### src/rtl/drum_step_sequencer_pkg.sv
// Shared types for the drum machine: sequencer mode encoding used by
// the controller, the display and the step sequencer.
package drum_pkg;

    typedef enum logic [1:0] {
        EDIT = 2'b00,
        PLAY = 2'b01,
        RAW  = 2'b10
    } mode_e;

endpackage

### src/rtl/drum_step_sequencer_if.sv
// Keypad-side commands and sample-player-side outputs of the step
// sequencer, bundled for the controller (master) and sequencer (slave).
interface drum_step_sequencer_if
    import drum_pkg::*;
#(
    parameter int NUM_CH    = 4,
    parameter int NUM_STEPS = 8,
    parameter int CNT_W     = 20
) ();

    localparam int IDX_W = $clog2(NUM_STEPS);

    logic                          set_edit;
    logic                          set_play;
    logic                          set_raw;
    logic                          cur_left;
    logic                          cur_right;
    logic [NUM_CH-1:0]             tgl;
    logic                          clr_all;
    logic [CNT_W-1:0]              step_period;
    logic [CNT_W-1:0]              gate_len;
    logic [NUM_CH-1:0]             raw_in;

    mode_e                         mode;
    logic [IDX_W-1:0]              step_idx;
    logic [NUM_STEPS-1:0]          step_onehot;
    logic                          step_tick;
    logic [NUM_CH-1:0]             gate;
    logic [NUM_STEPS*NUM_CH-1:0]   pattern;

    modport master (
        output set_edit, set_play, set_raw,
        output cur_left, cur_right,
        output tgl, clr_all,
        output step_period, gate_len, raw_in,
        input  mode, step_idx, step_onehot,
        input  step_tick, gate, pattern
    );

    modport slave (
        input  set_edit, set_play, set_raw,
        input  cur_left, cur_right,
        input  tgl, clr_all,
        input  step_period, gate_len, raw_in,
        output mode, step_idx, step_onehot,
        output step_tick, gate, pattern
    );

endinterface

### src/rtl/drum_step_sequencer_step_timer.sv
// Step-period counter: terminal-count detection and the look-ahead
// gate window for the value the counter takes at the next edge.
module step_timer #(
    parameter int CNT_W = 20
) (
    input  logic             clk,
    input  logic             rst_n,
    input  logic             run,
    input  logic             restart,
    input  logic [CNT_W-1:0] period,
    input  logic [CNT_W-1:0] gate_len,
    output logic             adv,
    output logic             win_n
);

    logic [CNT_W-1:0] cnt_q;
    logic [CNT_W-1:0] cnt_n;
    logic [CNT_W-1:0] last;

    // ">=" rather than "==" so a period shortened mid-step still
    // terminates on the next cycle instead of running to wrap-around.
    always_comb begin
        last  = (period == '0) ? '0 : period - CNT_W'(1);
        adv   = run & ~restart & (cnt_q >= last);
        cnt_n = cnt_q + CNT_W'(1);
        if (!run || restart || adv) begin
            cnt_n = '0;
        end
        win_n = (cnt_n < gate_len);
    end

    always_ff @(posedge clk or negedge rst_n) begin
        if (!rst_n) begin
            cnt_q <= '0;
        end else begin
            cnt_q <= cnt_n;
        end
    end

endmodule

### src/rtl/drum_step_sequencer.sv
// Drum step sequencer: pattern memory, edit cursor and mode FSM, with
// every output registered from the next-state values.
module drum_step_sequencer
    import drum_pkg::*;
#(
    parameter int NUM_CH    = 4,
    parameter int NUM_STEPS = 8,
    parameter int CNT_W     = 20
) (
    input logic                  clk,
    input logic                  rst_n,
    drum_step_sequencer_if.slave bus
);

    localparam int IDX_W = $clog2(NUM_STEPS);
    localparam int PAT_W = NUM_STEPS * NUM_CH;
    localparam logic [IDX_W-1:0] LAST = IDX_W'(NUM_STEPS - 1);

    mode_e                mode_q;
    mode_e                mode_n;
    logic [IDX_W-1:0]     cur_q;
    logic [IDX_W-1:0]     cur_n;
    logic [IDX_W-1:0]     pidx_q;
    logic [IDX_W-1:0]     pidx_n;
    logic [PAT_W-1:0]     pat_q;
    logic [PAT_W-1:0]     pat_n;
    logic [IDX_W-1:0]     eidx;

    logic [IDX_W-1:0]     idx_q;
    logic [IDX_W-1:0]     idx_n;
    logic [NUM_STEPS-1:0] oh_q;
    logic [NUM_STEPS-1:0] oh_n;
    logic                 tick_q;
    logic                 tick_n;
    logic [NUM_CH-1:0]    gate_q;
    logic [NUM_CH-1:0]    gate_n;
    logic [NUM_CH-1:0]    row;

    logic                 play_req;
    logic                 run;
    logic                 adv;
    logic                 win_n;

    assign play_req = bus.set_play & ~bus.set_edit;
    assign run      = (mode_n == PLAY);

    step_timer #(
        .CNT_W    (CNT_W)
    ) u_timer (
        .clk      (clk),
        .rst_n    (rst_n),
        .run      (run),
        .restart  (play_req),
        .period   (bus.step_period),
        .gate_len (bus.gate_len),
        .adv      (adv),
        .win_n    (win_n)
    );

    always_comb begin
        mode_n = mode_q;
        if (bus.set_edit) begin
            mode_n = EDIT;
        end else if (bus.set_play) begin
            mode_n = PLAY;
        end else if (bus.set_raw) begin
            mode_n = RAW;
        end
    end

    always_comb begin
        cur_n = cur_q;
        if (mode_q == EDIT && (bus.cur_left ^ bus.cur_right)) begin
            if (bus.cur_right) begin
                cur_n = (cur_q == LAST) ? '0 : cur_q + IDX_W'(1);
            end else begin
                cur_n = (cur_q == '0) ? LAST : cur_q - IDX_W'(1);
            end
        end
    end

    // Toggles land on the play position while playing (live record),
    // otherwise on the edit cursor.
    always_comb begin
        eidx  = (mode_q == PLAY) ? pidx_q : cur_q;
        pat_n = pat_q;
        if (bus.clr_all) begin
            pat_n = '0;
        end else begin
            pat_n[eidx*NUM_CH +: NUM_CH] = pat_q[eidx*NUM_CH +: NUM_CH] ^ bus.tgl;
        end
    end

    always_comb begin
        pidx_n = pidx_q;
        if (play_req) begin
            pidx_n = '0;
        end else if (adv) begin
            pidx_n = (pidx_q == LAST) ? '0 : pidx_q + IDX_W'(1);
        end
        tick_n = run & (play_req | adv);
    end

    always_comb begin
        row    = pat_n[pidx_n*NUM_CH +: NUM_CH];
        idx_n  = '0;
        gate_n = '0;
        unique case (mode_n)
            EDIT: begin
                idx_n = cur_n;
            end
            PLAY: begin
                idx_n  = pidx_n;
                gate_n = (row & {NUM_CH{win_n}}) | bus.raw_in;
            end
            RAW: begin
                gate_n = bus.raw_in;
            end
            default: begin
                idx_n = '0;
            end
        endcase
        oh_n = (mode_n == RAW) ? '0 : (NUM_STEPS'(1) << idx_n);
    end

    always_ff @(posedge clk or negedge rst_n) begin
        if (!rst_n) begin
            mode_q <= EDIT;
            cur_q  <= '0;
            pidx_q <= '0;
            pat_q  <= '0;
            idx_q  <= '0;
            oh_q   <= NUM_STEPS'(1);
            tick_q <= 1'b0;
            gate_q <= '0;
        end else begin
            mode_q <= mode_n;
            cur_q  <= cur_n;
            pidx_q <= pidx_n;
            pat_q  <= pat_n;
            idx_q  <= idx_n;
            oh_q   <= oh_n;
            tick_q <= tick_n;
            gate_q <= gate_n;
        end
    end

    assign bus.mode        = mode_q;
    assign bus.step_idx    = idx_q;
    assign bus.step_onehot = oh_q;
    assign bus.step_tick   = tick_q;
    assign bus.gate        = gate_q;
    assign bus.pattern     = pat_q;

endmodule

### src/flat_wrapper.sv
// flat-port wrapper written by rule: the top's interface ports become plain ports
module drum_step_sequencer_flat import drum_pkg::*;
#(
    parameter int NUM_CH    = 4,
    parameter int NUM_STEPS = 8,
    parameter int CNT_W     = 20
)
  (clk, rst_n, bus_set_edit, bus_set_play, bus_set_raw, bus_cur_left, bus_cur_right, bus_tgl, bus_clr_all, bus_step_period, bus_gate_len, bus_raw_in, bus_mode, bus_step_idx, bus_step_onehot, bus_step_tick, bus_gate, bus_pattern);
  drum_step_sequencer_if #(.NUM_CH(NUM_CH), .NUM_STEPS(NUM_STEPS), .CNT_W(CNT_W)) bus_i ();
  input logic clk;
  input logic rst_n;
  input wire logic [$bits(bus_i.set_edit)-1:0] bus_set_edit;
  input wire logic [$bits(bus_i.set_play)-1:0] bus_set_play;
  input wire logic [$bits(bus_i.set_raw)-1:0] bus_set_raw;
  input wire logic [$bits(bus_i.cur_left)-1:0] bus_cur_left;
  input wire logic [$bits(bus_i.cur_right)-1:0] bus_cur_right;
  input wire logic [$bits(bus_i.tgl)-1:0] bus_tgl;
  input wire logic [$bits(bus_i.clr_all)-1:0] bus_clr_all;
  input wire logic [$bits(bus_i.step_period)-1:0] bus_step_period;
  input wire logic [$bits(bus_i.gate_len)-1:0] bus_gate_len;
  input wire logic [$bits(bus_i.raw_in)-1:0] bus_raw_in;
  output wire logic [$bits(bus_i.mode)-1:0] bus_mode;
  output wire logic [$bits(bus_i.step_idx)-1:0] bus_step_idx;
  output wire logic [$bits(bus_i.step_onehot)-1:0] bus_step_onehot;
  output wire logic [$bits(bus_i.step_tick)-1:0] bus_step_tick;
  output wire logic [$bits(bus_i.gate)-1:0] bus_gate;
  output wire logic [$bits(bus_i.pattern)-1:0] bus_pattern;
  assign bus_i.set_edit = bus_set_edit;
  assign bus_i.set_play = bus_set_play;
  assign bus_i.set_raw = bus_set_raw;
  assign bus_i.cur_left = bus_cur_left;
  assign bus_i.cur_right = bus_cur_right;
  assign bus_i.tgl = bus_tgl;
  assign bus_i.clr_all = bus_clr_all;
  assign bus_i.step_period = bus_step_period;
  assign bus_i.gate_len = bus_gate_len;
  assign bus_i.raw_in = bus_raw_in;
  assign bus_mode = bus_i.mode;
  assign bus_step_idx = bus_i.step_idx;
  assign bus_step_onehot = bus_i.step_onehot;
  assign bus_step_tick = bus_i.step_tick;
  assign bus_gate = bus_i.gate;
  assign bus_pattern = bus_i.pattern;
  drum_step_sequencer #(.NUM_CH(NUM_CH), .NUM_STEPS(NUM_STEPS), .CNT_W(CNT_W)) u_core (.clk(clk), .rst_n(rst_n), .bus(bus_i));
endmodule
### config.mk
export PLATFORM = sky130hd
export DESIGN_NAME = drum_step_sequencer_flat
export DESIGN_NICKNAME = d
export VERILOG_FILES = /design/src/rtl/drum_step_sequencer_pkg.sv /design/src/rtl/drum_step_sequencer_if.sv /design/src/rtl/drum_step_sequencer_step_timer.sv /design/src/rtl/drum_step_sequencer.sv /design/src/flat_wrapper.sv
export SDC_FILE = /design/constraint.sdc
export NUM_CORES = 1
export LEC_CHECK = 0
export BUFFER_PORTS_ARGS = -buffer_cell sky130_fd_sc_hd__buf_2
export CAP_MARGIN = 20
export CORE_MARGIN = 4
export CORE_UTILIZATION = 51
export CTS_CLUSTER_DIAMETER = 120
export CTS_CLUSTER_SIZE = 40
export DETAILED_ROUTE_END_ITERATION = 8
export PLACE_DENSITY_LB_ADDON = 0.05
export SLEW_MARGIN = 20
export SYNTH_ARGS = -nofsm -noshare
export SYNTH_HDL_FRONTEND = slang
export SYNTH_SLANG_ARGS = --single-unit
### constraint.sdc
create_clock -name clk -period 3.7 [get_ports clk]
set_input_delay 0.74 -clock clk [delete_from_list [all_inputs] [get_ports clk]]
set_output_delay 0.74 -clock clk [all_outputs]
set_load 0.02 [all_outputs]
* After elaboration in Yosys (flattened, before gate mapping) *
Cells that the tools add are included.

word-level totals
  input port bits = 56
  flip-flop bits (word level) = 76
  logic and storage cells = 64

cells by class
  equality and inequality tests = 5
  $lt $le $gt $ge = 2
  mux-type cells = 18
  add/subtract/negate cells = 6
  bitwise logic cells = 11
  shift operators = 5
  reduce and logical (&&, ||, !) cells = 8

operators with widths
  cell                                                                     number
  32-bit by 6-bit variable part select with 4-bit output                   2
  20-bit two-way mux                                                       2
  5-bit negator with 34-bit output                                         1
  4-bit by 34-bit variable shift with 32-bit output, first input constant  1
  4-bit by 34-bit variable part select with 32-bit output                  1
  32-bit bitwise mux                                                       1
  32-bit two-way mux                                                       1
  3-bit two-way mux                                                        8
  20-bit by 1-bit adder with 20-bit output, second input constant          1
  20-bit >= comparator                                                     1
  20-bit zero test                                                         1
  20-bit less-than comparator                                              1
  20-bit by 1-bit subtractor with 20-bit output, second input constant     1
  8-bit two-way mux                                                        1
  4-bit case mux with 2 select lines                                       1
  1-bit by 3-bit << shifter with 8-bit output, first input constant        1
  3-bit by 1-bit adder with 3-bit output, second input constant            2
  3-bit == test, second input constant                                     2
  2-bit two-way mux                                                        3
  3-bit case mux with 2 select lines                                       1
  1-bit AND                                                                4
  4-bit AND                                                                1
  2-bit by 1-bit == test with 1-bit output, second input constant          2
  2-bit zero test                                                          2
  11 further kinds                                                         13

* Longest topological paths before layout *
  depth in word-level cells = 12
  depth in mapped cells = 25
  gate-level depth less buffers = 23

* By module *
Synthesis repeated with hierarchy kept, for this count alone.

second synthesis, totals
  cells, all modules = 689
  area total of the unflattened synthesis = 5985.7 sq um

by module, submodules not included
  module               instances  cells each  sequential area each (sq um)  area each (sq um)
  drum_step_sequencer  1          397         1402.6                        3651.0
  step_timer           1          292         500.5                         2334.7

* Worst setup path before layout *
Ideal clock, no wire load.

  path kind = in2reg
  start point = in bus_step_period[6]
  end point = reg u_core.gate_q[0] (netlist: u_core.bus.gate[0])
  path buffers = 2
  data required time = 3.574 ns
  setup time = 0.126 ns
  slack = -2.285 ns
  arrival = 5.859 ns
  stages = 24
  cells stage by stage = or4_1 -> nor4_1 -> nand3_1 -> nor2b_1 -> nand2_1 -> clkbuf_1 -> nand2_1 -> ha_1 -> nand4_1 -> nor4_1 -> a32oi_2 -> nand4_1 -> clkbuf_1 -> nor2_1 -> ha_1 -> nand4_1 -> nor3_1 -> inv_1 -> or4_1 -> o221ai_1 -> nor3_1 -> and2_1 -> a21boi_0 -> a221o_1

on the way
  cells in the longest elaborated chain, start to end = 10
  elaborated cells on any way between the ends = 14
  classes of those cells = add/sub: 1; order compare: 2; shift: 1; mux: 5; bitwise: 3; reduce/logical: 2

ends and longest elaborated chain
  what                                                                                      line                                  text
  start, declared                                                                           flat_wrapper.sv:19                    input wire logic [$bits(bus_i.step_period)-1:0] bus_step_period;
  20-bit by 1-bit subtractor with 20-bit output / 20-bit zero test (equally long branches)  drum_step_sequencer_step_timer.sv:23  last = (period == '0) ? '0 : period - CNT_W'(1);
  20-bit two-way mux *                                                                      drum_step_sequencer_step_timer.sv:23
  20-bit >= comparator *                                                                    drum_step_sequencer_step_timer.sv:24  adv = run & ~restart & (cnt_q >= last);
  1-bit AND *                                                                               drum_step_sequencer_step_timer.sv:24
  1-bit logical OR *                                                                        drum_step_sequencer_step_timer.sv:26  if (!run || restart || adv) begin
  20-bit two-way mux *                                                                      drum_step_sequencer_step_timer.sv:26
  via u_core.u_timer.cnt_n[17]                                                              drum_step_sequencer_step_timer.sv:17  logic [CNT_W-1:0] cnt_n;
  20-bit less-than comparator *                                                             drum_step_sequencer_step_timer.sv:29  win_n = (cnt_n < gate_len);
  4-bit AND *                                                                               drum_step_sequencer.sv:114            gate_n = (row & {NUM_CH{win_n}}) | bus.raw_in;
  4-bit bitwise OR *                                                                        drum_step_sequencer.sv:114
  4-bit case mux with 2 select lines *                                                      drum_step_sequencer.sv:108            unique case (mode_n)
  via u_core.gate_n[0]                                                                      drum_step_sequencer.sv:36             logic [NUM_CH-1:0] gate_n;
  end signal, assigned                                                                      drum_step_sequencer.sv:144            gate_q <= gate_n;
  end, declared                                                                             drum_step_sequencer.sv:35             logic [NUM_CH-1:0] gate_q;

The timed path passes the listed nets; every way through them passes the cells marked *.

* Worst setup path after layout *
  start point = in bus_step_period[6]
  end point = reg u_core.gate_q[3] (netlist: u_core.bus.gate[3])

The elaborated chain is that of the path after synthesis.

==> run summary <==
Max H-tree Level: 3
maximum VDD drop: 376 uV
Distinct cells, synth: 67
non-filler instance count after layout: 1004
clk_lat worst skew: 0.37 ns
fraction of layout cells with a size suffix above 1: 41.7%
area leader, netlist: dfrtp_1
final setup fails: 22
# DRC: 0
RSZ-0062 raised after global routing: yes
worst min path class: in -> async
EDFF count, synth: 0
Die H: 113 um
most common cell after layout, fill and taps aside: buf_4
compound-gate portion of the synthesized area: 18.6%
Final HPWL DP: 13600 um
Placer Congestion: 0.930
Total GRT Usage: 28.9%
CTS buffer count: 9
DRT iter0 DRCs: 403
failing checks: negative setup slack
Pwr Density: 379 nW/um^2
Horiz. Die Dim: 113 um
die area: 12800 um^2
simple-gate share of the synthesized area: 21.0%
Crit Path Class: in -> reg
diodes inserted: 0
Clock Sink Count: 76
first-pass GRT wire length: 29300 um
initial core utilization: 52.0%
Worst Tran Pin Value: 0.721 ns
Seq/Total Area, Yosys: 33.8%
CP endpoint kind: flip-flop
CP arrival: 5.90 ns
Fin Hold WS: 0.255 ns
initial antenna violation count: 0
period utilisation layout: 153%
post-synthesis mux area share: 2.67%
CP Max Fanout: 8
largest family of logic cells by synthesized area: simple AND/OR/NAND/NOR gates
ANT nets after route: 0
Final Skew: 0.00639 ns
Post-Route WL: 18700 um
routed vias: 5798
most frequent cells in the layout: buf_4, buf_2, dfrtp_1
post-synthesis xor/xnor area fraction: 6.33%
largest net degree at the start of global routing: 77
Syn Nets: 735
Synth Flop Type: dfrtp_1
Core Footprint: 10800 um^2
Buffers on Ports: 105
grt ovf: 0
Fmax achieved: 176 MHz
routed length per instance: 18.6 um
Design Area, Final: 8060 um^2
worst r2r path cells: 19
Synth Register Bits: 76
I/O pins: 106
max cap viols: 0
R2R setup slack: -0.51 ns
Post-Place Cell Area: 7060 um^2
DR vias/cell: 5.77
Final #Nets: 970
synthesis-to-layout area growth: 43.2%
Mapped Cells: 624
Post-Syn Area: 5630 um^2
CTS Root Cell: clkbuf_8
CP Launch Type: primary input
Pleak: 3.89 nW
post-layout min period: 5.67 ns
Post-synth ARST share: 100%
Post-Synth Adder-Cell Area: 12.2%
Slew headroom: 51.3%
vias in the first global route: 5790
drt pass-1 iters: 5
r2r startpoint: u_core.u_timer.cnt_q[0]$_DFF_PN0_
worst r2r dst: u_core.bus.gate[3]$_DFF_PN0_
hold buffer count at CTS: 0
Overall Power: 3.06 mW
WP data required: 3.93 ns
top post-synthesis cells by area: dfrtp_1, ha_1, nand2_1
final worst slack: -1.97 ns
# rows: 38
status: complete, but fails checks
clk slew on worst S/H paths: 0.07 ns
max-slew violations: 0
Avg Cell Area, Syn: 9.03 um^2
final hold violations: 0
synth warn: 0
cell count after placement: 948
CTS tree: built
CTS Buffer Depth: 2
Synth top area share: 33.3%
==> worst max-delay path by stage <==
stage                                               to               start  cells past startpoint
final                     u_core.bus.gate[3]$_DFF_PN0_  bus_step_period[6]                     26
after global routing      u_core.bus.gate[0]$_DFF_PN0_  bus_step_period[6]                     26
after CTS                 u_core.bus.gate[0]$_DFF_PN0_  bus_step_period[6]                     26
after detailed placement  u_core.bus.gate[3]$_DFF_PN0_  bus_step_period[6]                     25
after global placement    u_core.bus.gate[3]$_DFF_PN0_  bus_step_period[6]                     25
after floorplan           u_core.bus.gate[0]$_DFF_PN0_  bus_step_period[6]                     23
==> cells in the mapped netlist, drive strengths merged (9+ instances only) <==
| cell type | count |
|---|---|
| nor2 | 48 |
| a211oi | 41 |
| nor3 | 16 |
| nor2b | 9 |
| nand2b | 10 |
| a21oi | 21 |
| xor2 | 20 |
| nand3 | 14 |
| nand4 | 12 |
| nor4 | 9 |
| clkbuf | 11 |
| o21ai | 36 |
| ha | 55 |
| dfrtp | 75 |
| inv | 52 |
| nand2 | 69 |
| xnor2 | 16 |
| a31oi | 10 |
==> cell type report <==
class	count	area (um^2)
timing repair buffer	241	1670
tap	140	175
clock inverter	1	5.00
multi-input combinational	479	3930
fill	809	2780
sequential	76	1900
inverter	52	200
clock buffer	15	176
==> registers in the layout, summed over array words and instances (netlist names) <==
name                    cells
u_core.bus.pattern         32
u_core.u_timer.cnt_q       20
u_core.bus.step_onehot      8
u_core.bus.gate             4
u_core.bus.step_idx         3
u_core.cur_q                3
u_core.pidx_q               3
u_core.bus.mode             2
u_core.bus.step_tick        1
==> power by group <==
part	total, mW	internal [mW]	leakage, nW	switching, mW
sequential	0.982	0.923	1.04	0.0592
clock	0.612	0.299	0.0937	0.313
combinational	1.46	0.566	2.75	0.895
==> layer usage <==
layer	vias to the layer above	global-route usage, %	wire, um	share of wire, %
li1	2725	-	-	-
met1	2824	39.9	8200	44
met2	216	44.9	8800	47
met3	33	7.70	1310	7.0
met4	0	8.33	407	2.2
met5	-	0	0	0
==> critical path: stages <==
cell,delay [ns]
buf_6,0.09
or4_4,0.55
nor4_4,0.16
buf_4,0.18
nand4_1,0.14
or3_4,0.39
nor3_4,0.12
a21oi_2,0.07
ha_4,0.27
nand4_1,0.18
nor4_2,0.22
a32oi_2,0.18
nand4_1,0.17
buf_6,0.23
nor2_2,0.07
ha_1,0.29
nand4_1,0.18
nor3_2,0.20
buf_4,0.15
inv_4,0.03
or4_4,0.44
o221ai_4,0.22
nor3_4,0.08
nor3b_4,0.19
a22oi_2,0.20
o211ai_1,0.13
==> kinds of logic (layout without fill, tap and decap cells) <==
kind of cell / Yosys count / after routing
XOR/XNOR: 36 / 36
buffers and inverters: 69 / 309
adder cells (fa/ha/maj): 55 / 55
AO/OA/AOI/OAI: 150 / 150
AND/OR/NAND/NOR: 224 / 224
multiplexers: 14 / 14
flip-flops: 76 / 76
==> repair_timing <==
item,CTS,global route
endpoints found under the setup margin,23,36
setup buffers,33,9
pin swaps,21,28
resized for setup,49,51
hold endpoints to repair,0,0
==> metrics by stage <==
step	util, %	TNS, ns	worst slack [ns]
floorplan	-	-14.19	-1.78
global placement	65.2	-30.19	-2.39
detailed placement	65.2	-35.34	-2.54
CTS	70.9	-18.02	-1.77
global route	74.4	-26.33	-2.22
finish	74.4	-21.83	-1.97
(Power assumes the default switching activity.)
